## config.mk

```make
export PLATFORM = sky130hd
export DESIGN_NAME = lsu_ext_req_queue
export DESIGN_NICKNAME = d
export VERILOG_FILES = /design/src/rtl/lsu_ext_req_queue.sv
export SDC_FILE = /design/constraint.sdc
export NUM_CORES = 1
export LEC_CHECK = 0
export BUFFER_PORTS_ARGS = -buffer_cell sky130_fd_sc_hd__buf_2
export CAP_MARGIN = 20
export CORE_AREA = 2 2 185 187
export DETAILED_ROUTE_END_ITERATION = 7
export DIE_AREA = 0 0 187 189
export SYNTH_ARGS = -nofsm -noshare
export SYNTH_HDL_FRONTEND = slang
export SYNTH_SLANG_ARGS = --single-unit
export TNS_END_PERCENT = 100
```

## constraint.sdc

```tcl
create_clock -name clk -period 3.21 [get_ports clk]
set_clock_uncertainty 0.05 [all_clocks]
set_input_delay 0.4815 -clock clk [delete_from_list [all_inputs] [get_ports clk]]
set_output_delay 0.4815 -clock clk [all_outputs]
set_load 0.05 [all_outputs]
```

## src/rtl/lsu_ext_req_queue.sv

```systemverilog
// rtl/lsu_ext_req_queue.sv - in-order external LSU request queue with single outstanding load
// Optional LSU_EXTQ_LD_ALIGN_EN: align, truncate and extend load data before returning it to the LSU.
module lsu_ext_req_queue #(
   parameter int DEPTH = 4
) (
   input  logic        clk,
   input  logic        rst,
   input  logic        in_valid,
   output logic        in_ready,
   input  logic [31:0] in_addr,
   input  logic [31:0] in_wdata,
   input  logic [1:0]  in_size,
   input  logic        in_unsign,
   input  logic        in_store,
   input  logic        in_sideeffect,
   input  logic        in_fault,
   output logic        bus_valid,
   input  logic        bus_ready,
   output logic [31:0] bus_addr,
   output logic [31:0] bus_wdata,
   output logic [1:0]  bus_size,
   output logic        bus_write,
   input  logic        bus_rsp_valid,
   input  logic [31:0] bus_rsp_data,
   input  logic        bus_rsp_err,
   output logic        ld_rsp_valid,
   output logic [31:0] ld_rsp_data,
   output logic        ld_rsp_err,
   output logic        q_empty
);

   localparam int PTR_W = $clog2(DEPTH);
   localparam int CNT_W = PTR_W + 1;

   logic [31:0]      addr_q  [DEPTH];
   logic [31:0]      wdata_q [DEPTH];
   logic [1:0]       size_q  [DEPTH];
   logic [DEPTH-1:0] unsign_q;
   logic [DEPTH-1:0] store_q;
   logic [DEPTH-1:0] se_q;

   logic [PTR_W-1:0] wr_ptr;
   logic [PTR_W-1:0] rd_ptr;
   logic [CNT_W-1:0] count;
   logic             ld_outstanding;

   logic             full;
   logic             push;
   logic             pop;
   logic             head_store;
   logic             head_se;
   logic             block;
   logic             rsp_take;

   logic [1:0]       lat_off;
   logic [1:0]       lat_size;
   logic             lat_unsign;
   logic [31:0]      rsp_word;

   assign full       = (count == CNT_W'(DEPTH));
   assign in_ready   = ~full;
   assign push       = in_valid & in_ready & ~in_fault;

   assign head_store = store_q[rd_ptr];
   assign head_se    = se_q[rd_ptr];
   // A store may overtake an outstanding load unless it has side effects.
   assign block      = ld_outstanding & (~head_store | head_se);
   assign bus_valid  = (count != '0) & ~block;
   assign bus_addr   = addr_q[rd_ptr];
   assign bus_wdata  = wdata_q[rd_ptr];
   assign bus_size   = size_q[rd_ptr];
   assign bus_write  = head_store;
   assign pop        = bus_valid & bus_ready;

   assign rsp_take   = bus_rsp_valid & ld_outstanding;
   assign q_empty    = (count == '0) & ~ld_outstanding & ~ld_rsp_valid;

   always_ff @(posedge clk) begin
      if (push) begin
         addr_q[wr_ptr]   <= in_addr;
         wdata_q[wr_ptr]  <= in_wdata;
         size_q[wr_ptr]   <= in_size;
         unsign_q[wr_ptr] <= in_unsign;
         store_q[wr_ptr]  <= in_store;
         se_q[wr_ptr]     <= in_sideeffect;
      end
   end

   always_ff @(posedge clk) begin
      if (rst) begin
         wr_ptr         <= '0;
         rd_ptr         <= '0;
         count          <= '0;
         ld_outstanding <= 1'b0;
      end else begin
         if (push) wr_ptr <= wr_ptr + PTR_W'(1);
         if (pop)  rd_ptr <= rd_ptr + PTR_W'(1);
         case ({push, pop})
            2'b10:   count <= count + CNT_W'(1);
            2'b01:   count <= count - CNT_W'(1);
            default: count <= count;
         endcase
         // A load pop is impossible while a load is outstanding, so set and clear never collide.
         if (pop & ~head_store)
            ld_outstanding <= 1'b1;
         else if (rsp_take)
            ld_outstanding <= 1'b0;
      end
   end

   always_ff @(posedge clk) begin
      if (rst) begin
         lat_off    <= 2'd0;
         lat_size   <= 2'd0;
         lat_unsign <= 1'b0;
      end else if (pop & ~head_store) begin
         lat_off    <= bus_addr[1:0];
         lat_size   <= bus_size;
         lat_unsign <= unsign_q[rd_ptr];
      end
   end

`ifdef LSU_EXTQ_LD_ALIGN_EN
   logic [31:0] shifted;

   always_comb begin
      shifted = bus_rsp_data >> {lat_off, 3'b000};
      case (lat_size)
         2'd0:    rsp_word = {{24{~lat_unsign & shifted[7]}}, shifted[7:0]};
         2'd1:    rsp_word = {{16{~lat_unsign & shifted[15]}}, shifted[15:0]};
         default: rsp_word = shifted;
      endcase
   end
`else
   logic unused_lat;

   assign unused_lat = ^{lat_off, lat_size, lat_unsign};
   assign rsp_word   = bus_rsp_data;
`endif

   always_ff @(posedge clk) begin
      if (rst) begin
         ld_rsp_valid <= 1'b0;
         ld_rsp_data  <= 32'd0;
         ld_rsp_err   <= 1'b0;
      end else begin
         ld_rsp_valid <= rsp_take;
         if (rsp_take) begin
            ld_rsp_data <= rsp_word;
            ld_rsp_err  <= bus_rsp_err;
         end
      end
   end

endmodule
```

After elaboration in Yosys (flattened, before gate mapping)
Memory sizes are Yosys's and may differ from the RTL's. A register that Yosys moved wholly into a read port is not among the register bits.
Index checks and enable logic that the tools add are counted.
- $lt $le $gt $ge: 3
- $add $sub $neg: 4
- equal/unequal tests: 3
- mux-type cells: 19
- bitwise logic cells: 16
- reductions and logical operators: 5
- operator list (cell ; number):
    2-to-1 mux 2 bit ; 6
    bitwise AND 1 bit ; 9
    bitwise mux 4 bit ; 2
    2-to-1 mux 1 bit ; 7
    < comparator 2 x 3 -> 1 bit (second input constant) ; 2
    NOT 1 bit ; 6
    case mux 3 bit (2 select lines) ; 1
    adder 2 x 1 -> 2 bit (second input constant) ; 2
    binary-select mux 1 bit (select 2 bit) ; 2
    nonzero test 2 bit ; 2
    adder 3 x 1 -> 3 bit (second input constant) ; 1
    == test 3 bit (second input constant) ; 1
    logical NOT 3 bit ; 1
    nonzero test 3 bit ; 1
    subtractor 3 x 1 -> 3 bit (second input constant) ; 1
    demux 1 bit (select 2 bit) ; 1
    == test 2 x 1 -> 1 bit (second input constant) ; 1
    == test 2 bit (second input constant) ; 1
    >= comparator 2 x 1 -> 1 bit (second input constant) ; 1
    logical AND 1 bit ; 1
    OR 1 bit ; 1
- input bits: 108
- output and inout port bits: 104
- logic and storage cells: 62
- register bits after elaboration: 50
- RAM bits: 264
- memories kept: 3
- memories (memory ; words ; width ; read ports ; clocked after memory_dff ; write ports ; line ; source):
    addr_q ; 4 ; 32 ; 1 ; 1 ; 1 ; 35 ; logic [31:0] addr_q [DEPTH];
    wdata_q ; 4 ; 32 ; 1 ; 1 ; 1 ; 36 ; logic [31:0] wdata_q [DEPTH];
    size_q ; 4 ; 2 ; 1 ; 1 ; 1 ; 37 ; logic [1:0] size_q [DEPTH];

Longest topological paths before layout
- depth after elaboration: 10
- depth in mapped cells: 9
- gate-level depth less buffers: 8

Worst setup path before layout
OpenSTA, ideal clock, no wires.
- kind: register to register
- start point: register count[0]
- end point: memory addr_q[0][0] (enable)
- stages on the path, launching flop included: 4
- buffers on the path: 0
- arrival: 2.662 ns
- library setup time: 0.434 ns
- clock period less this slack: 3.146 ns
- path slack: 0.064 ns
- data required time: 2.726 ns
- cell sequence: dfxtp_1 nor3b_1 inv_1 and3_1
- cells in the longest elaborated chain, start to end: 6
- RTL lines (what ; line ; source):
    from (decl) ; 44 ; logic [CNT_W-1:0] count;
    from (signal assigned) ; 99 ; 2'b10: count <= count + CNT_W'(1);
    from (signal assigned) ; 100 ; 2'b01: count <= count - CNT_W'(1);
    from (signal assigned) ; 101 ; default: count <= count;
    == test 3 bit ; 60 ; assign full = (count == CNT_W'(DEPTH));
    NOT 1 bit ; 61 ; assign in_ready = ~full;
    via in_ready ; 9 ; output logic in_ready,
    bitwise AND 1 bit (2 in a row) ; 62 ; assign push = in_valid & in_ready & ~in_fault;
    2-to-1 mux 1 bit ; 79 ; if (push) begin
    2-to-1 mux 1 bit (implied by the code) ; 80 ; addr_q[wr_ptr] <= in_addr;
    to (decl) ; 35 ;
The timed path passes the listed nets, and every way through them passes these cells.

Worst setup path after layout
- start point: register rd_ptr[0]
- end point: output port bus_valid
- cells in the longest elaborated chain, start to end: 7
- elaborated cells on any way between the ends: 9
- classes of those cells: 4 x mux; 5 x bitwise
- RTL lines (what ; line ; source):
    from (decl) ; 43 ; logic [PTR_W-1:0] rd_ptr;
    from (signal assigned) ; 97 ; if (pop) rd_ptr <= rd_ptr + PTR_W'(1);
    binary-select mux 1 bit (select 2 bit) ; 64 ; assign head_store = store_q[rd_ptr];
    2-to-1 mux 1 bit (implied by the code) ; 64 ;
    NOT 1 bit ; -- ;
    OR 1 bit (*) ; 67 ; assign block = ld_outstanding & (~head_store | head_se);
    bitwise AND 1 bit (*) ; 67 ;
    NOT 1 bit (*) ; 68 ; assign bus_valid = (count != '0) & ~block;
    bitwise AND 1 bit (*) ; 68 ;
    to (decl) ; 17 ; output logic bus_valid,
Mark *: on every way between the ends. The rest lies on a longest branch, timed or not. The select of a mux whose other input is x is not followed.

==> flow_metrics.tcl <==
set metrics [dict create \
    synth.area.top_cells "edfxtp_1, mux4_2, dfxtp_1, nand2_1, a21oi_1" \
    grtUsageMet1_pct 18.0 \
    yosysWarningCount 0 \
    crit_path_start "rd_ptr[0]$_SDFFE_PP0N_" \
    viasPerCell 4.74 \
    yosys.area.top_type "edfxtp_1" \
    reg2reg_from "rd_ptr[0]$_SDFFE_PP0N_" \
    ys_seq_area_share_pct 78.3 \
    worstSetupPathType "reg -> out" \
    min-delay-start "in_addr[5]" \
    gr-total-overflow 0 \
    maxCapViolations 0 \
    ios 212 \
    status "finished, final reports clean" \
    die_w_um 187 \
    antenna_found_initial 4 \
    htreeDepth 2 \
    synth-edff-count 272 \
    post_cts_resize_count 0 \
    synth_cell_type_count 33 \
    clockRootBuffer "clkbuf_16" \
    synth_flop_cell "edfxtp_1" \
    synth_seq_cells 316 \
    met3_usage_pct 4.19 \
    cts_buffer_depth 3 \
    grt_pass1_wl_um 37300 \
    yosys-top-cells-count "edfxtp_1, mux4_2, nand2_1, dfxtp_1, a21oi_1" \
    core_sq_um 33300 \
    drive_gt1_share_pct 41.5 \
    wl_per_cell_um 18.5 \
    finalCritPeriodShare_pct 87.2 \
    drc 0 \
    end_kind "output pin" \
    clock_sinks 316 \
    portBuffers 210 \
    routed_wirelength_um 23800 \
    setup_viol 0 \
    hold_class "in -> reg" \
    vias 6101 \
    hpwl_um 14500 \
    postCtsSetupRepairBufs 0 \
    p_per_area_nw_per_um2 824 \
    period_needed_ps 2800 \
    placed_cells 1222 \
    yosysMostFrequentCell "edfxtp_1" \
    hold_viol_final 0 \
    drtIter0Drc 479 \
    gp_congestion 0.727 \
    async_flop_share_pct 0 \
    worstSetupStartpointType "flip-flop" \
    rsz0062_at_grt "false" \
    initial_utilization_pct 34.7 \
    dieArea_sq_um 35300 \
    synth_top_area_share_pct 70.6 \
    synthCells 576 \
    crit_arrival_ps 2270 \
    crit_fanout 8 \
    total_leakage_power_nw 4.95 \
    rows 67 \
    slew_viol_final 0 \
    grtUsageTotal_pct 13.5 \
    finalNetCount 926 \
    grt_pass1_vias 6536 \
    syn-cell-area_sq_um 11600 \
    syn_to_final_growth_pct 24.6 \
    layout.cells.non_filler 1288 \
    fmax_mhz 357 \
    syn_nets 690 \
    top_usage_layer "met2" \
    met2_usage_pct 21.7 \
    finalSetupTns_ps 0 \
    postRouteAntennaNets 0 \
    tritoncts "done" \
    clk_pin_slew_ps 60 \
    clk_latency_ps 500 \
    grt_max_degree 67 \
    cts-buffers-inserted 36 \
    cts_hold_buffers 0 \
    slew_headroom_pct 61.7 \
    peakVddDrop_uv 420 \
    syn_area_per_cell_sq_um 20.1 \
    first_pass_iters 6 \
    tightestPinTransition_ps 574 \
    postLayoutCoreUtil_pct 43.3 \
    fp.dieH_um 189 \
    cp.required_ps 2680 \
]
==> per-stage QoR <==
stage                     worst slack, ps  area (sq um)  power (mW)  hold slack, ps
final                                 411         14400        11.9             138
after global routing                  273         14400        12.4             115
after CTS                             357         14400        12.1             107
after detailed placement              671         13300        8.12             395
after global placement                684         13300        8.10             389
after floorplan                      64.4         11600        7.34             434
==> kinds of logic (layout without fill, tap and decap cells) <==
group                    count (synthesis)  count (layout)  synth area share, %
flip-flops                             316             316                 78.3
AND/OR/NAND/NOR                         99              99                 3.82
multiplexers                            72              72                 13.6
AO/OA/AOI/OAI                           47              47                 2.23
buffers and inverters                   34             296                 1.24
adder cells (fa/ha/maj)                  6               6                0.714
XOR/XNOR                                 2               2                0.152
other                                    0               2                    0
==> registers in the layout, summed over array words and instances, names as in the netlist, named ones only <==
| signal | count |
|---|---|
| ld_rsp_data | 32 |
| wr_ptr | 2 |
| addr_q | 128 |
| ld_outstanding | 1 |
| ld_rsp_err | 1 |
| se_q | 4 |
| store_q | 4 |
| size_q | 8 |
| count | 3 |
| ld_rsp_valid | 1 |
| rd_ptr | 2 |
| wdata_q | 128 |
==> routing by layer <==
layer | vias to the layer above | wire length [um]
met1 | 3051 | 10500
met4 | 6 | 351
li1 | 2779 | -
met2 | 230 | 11200
met3 | 35 | 1820
met5 | - | 44
==> final timing paths <==
check / to / slack, ps / depth (start not counted)
setup / recovery: bus_valid / 410 / 5
setup reg to reg: count[2]$_SDFFE_PP0P_ / 660 / 8
hold / removal: addr_q[0][5]$_DFFE_PP_ / 140 / 1
hold reg to reg: ld_rsp_data[16]$_SDFFE_PP0P_ / 400 / 2
==> area by class of cell <==
cell class / count / area, sq um
fill: 2974 / 18900
sequential: 316 / 9060
multi-input combinational: 226 / 2390
timing repair buffer: 226 / 1250
clock buffer: 46 / 960
tap: 448 / 561
clock inverter: 18 / 170
inverter: 6 / 22.5
antenna: 2 / 5.00
==> power breakdown <==
group	switching (mW)	internal (mW)	leakage, nW
Sequential	0.112	4.64	2.83
Combinational	2.21	1.00	1.58
Clock	1.55	2.36	0.549
Total	3.87	8.00	4.95
==> critical path, stage by stage (launching register included) <==
cell and delay, ps:
dfxtp_1 380, buf_4 180, mux4_2 550, nand2b_1 200, a21boi_1 170, buf_2 290
==> layout by cell type (no fill, tap or decap), types with 3 or more instances in the layout <==
cell,n
nand2_1,68
and3_4,4
nand2b_1,3
buf_4,10
inv_6,3
nor2_1,5
a21oi_1,38
clkbuf_1,9
buf_12,6
ha_1,5
inv_1,6
clkbuf_16,37
edfxtp_1,272
nor2b_1,4
mux4_2,68
clkinv_1,7
clkinv_2,4
dfxtp_1,42
buf_2,210
or3_1,4
bufinv_16,3
mux2i_1,4
o21ai_0,3
No activity file was read; power rests on OpenSTA's default activity.
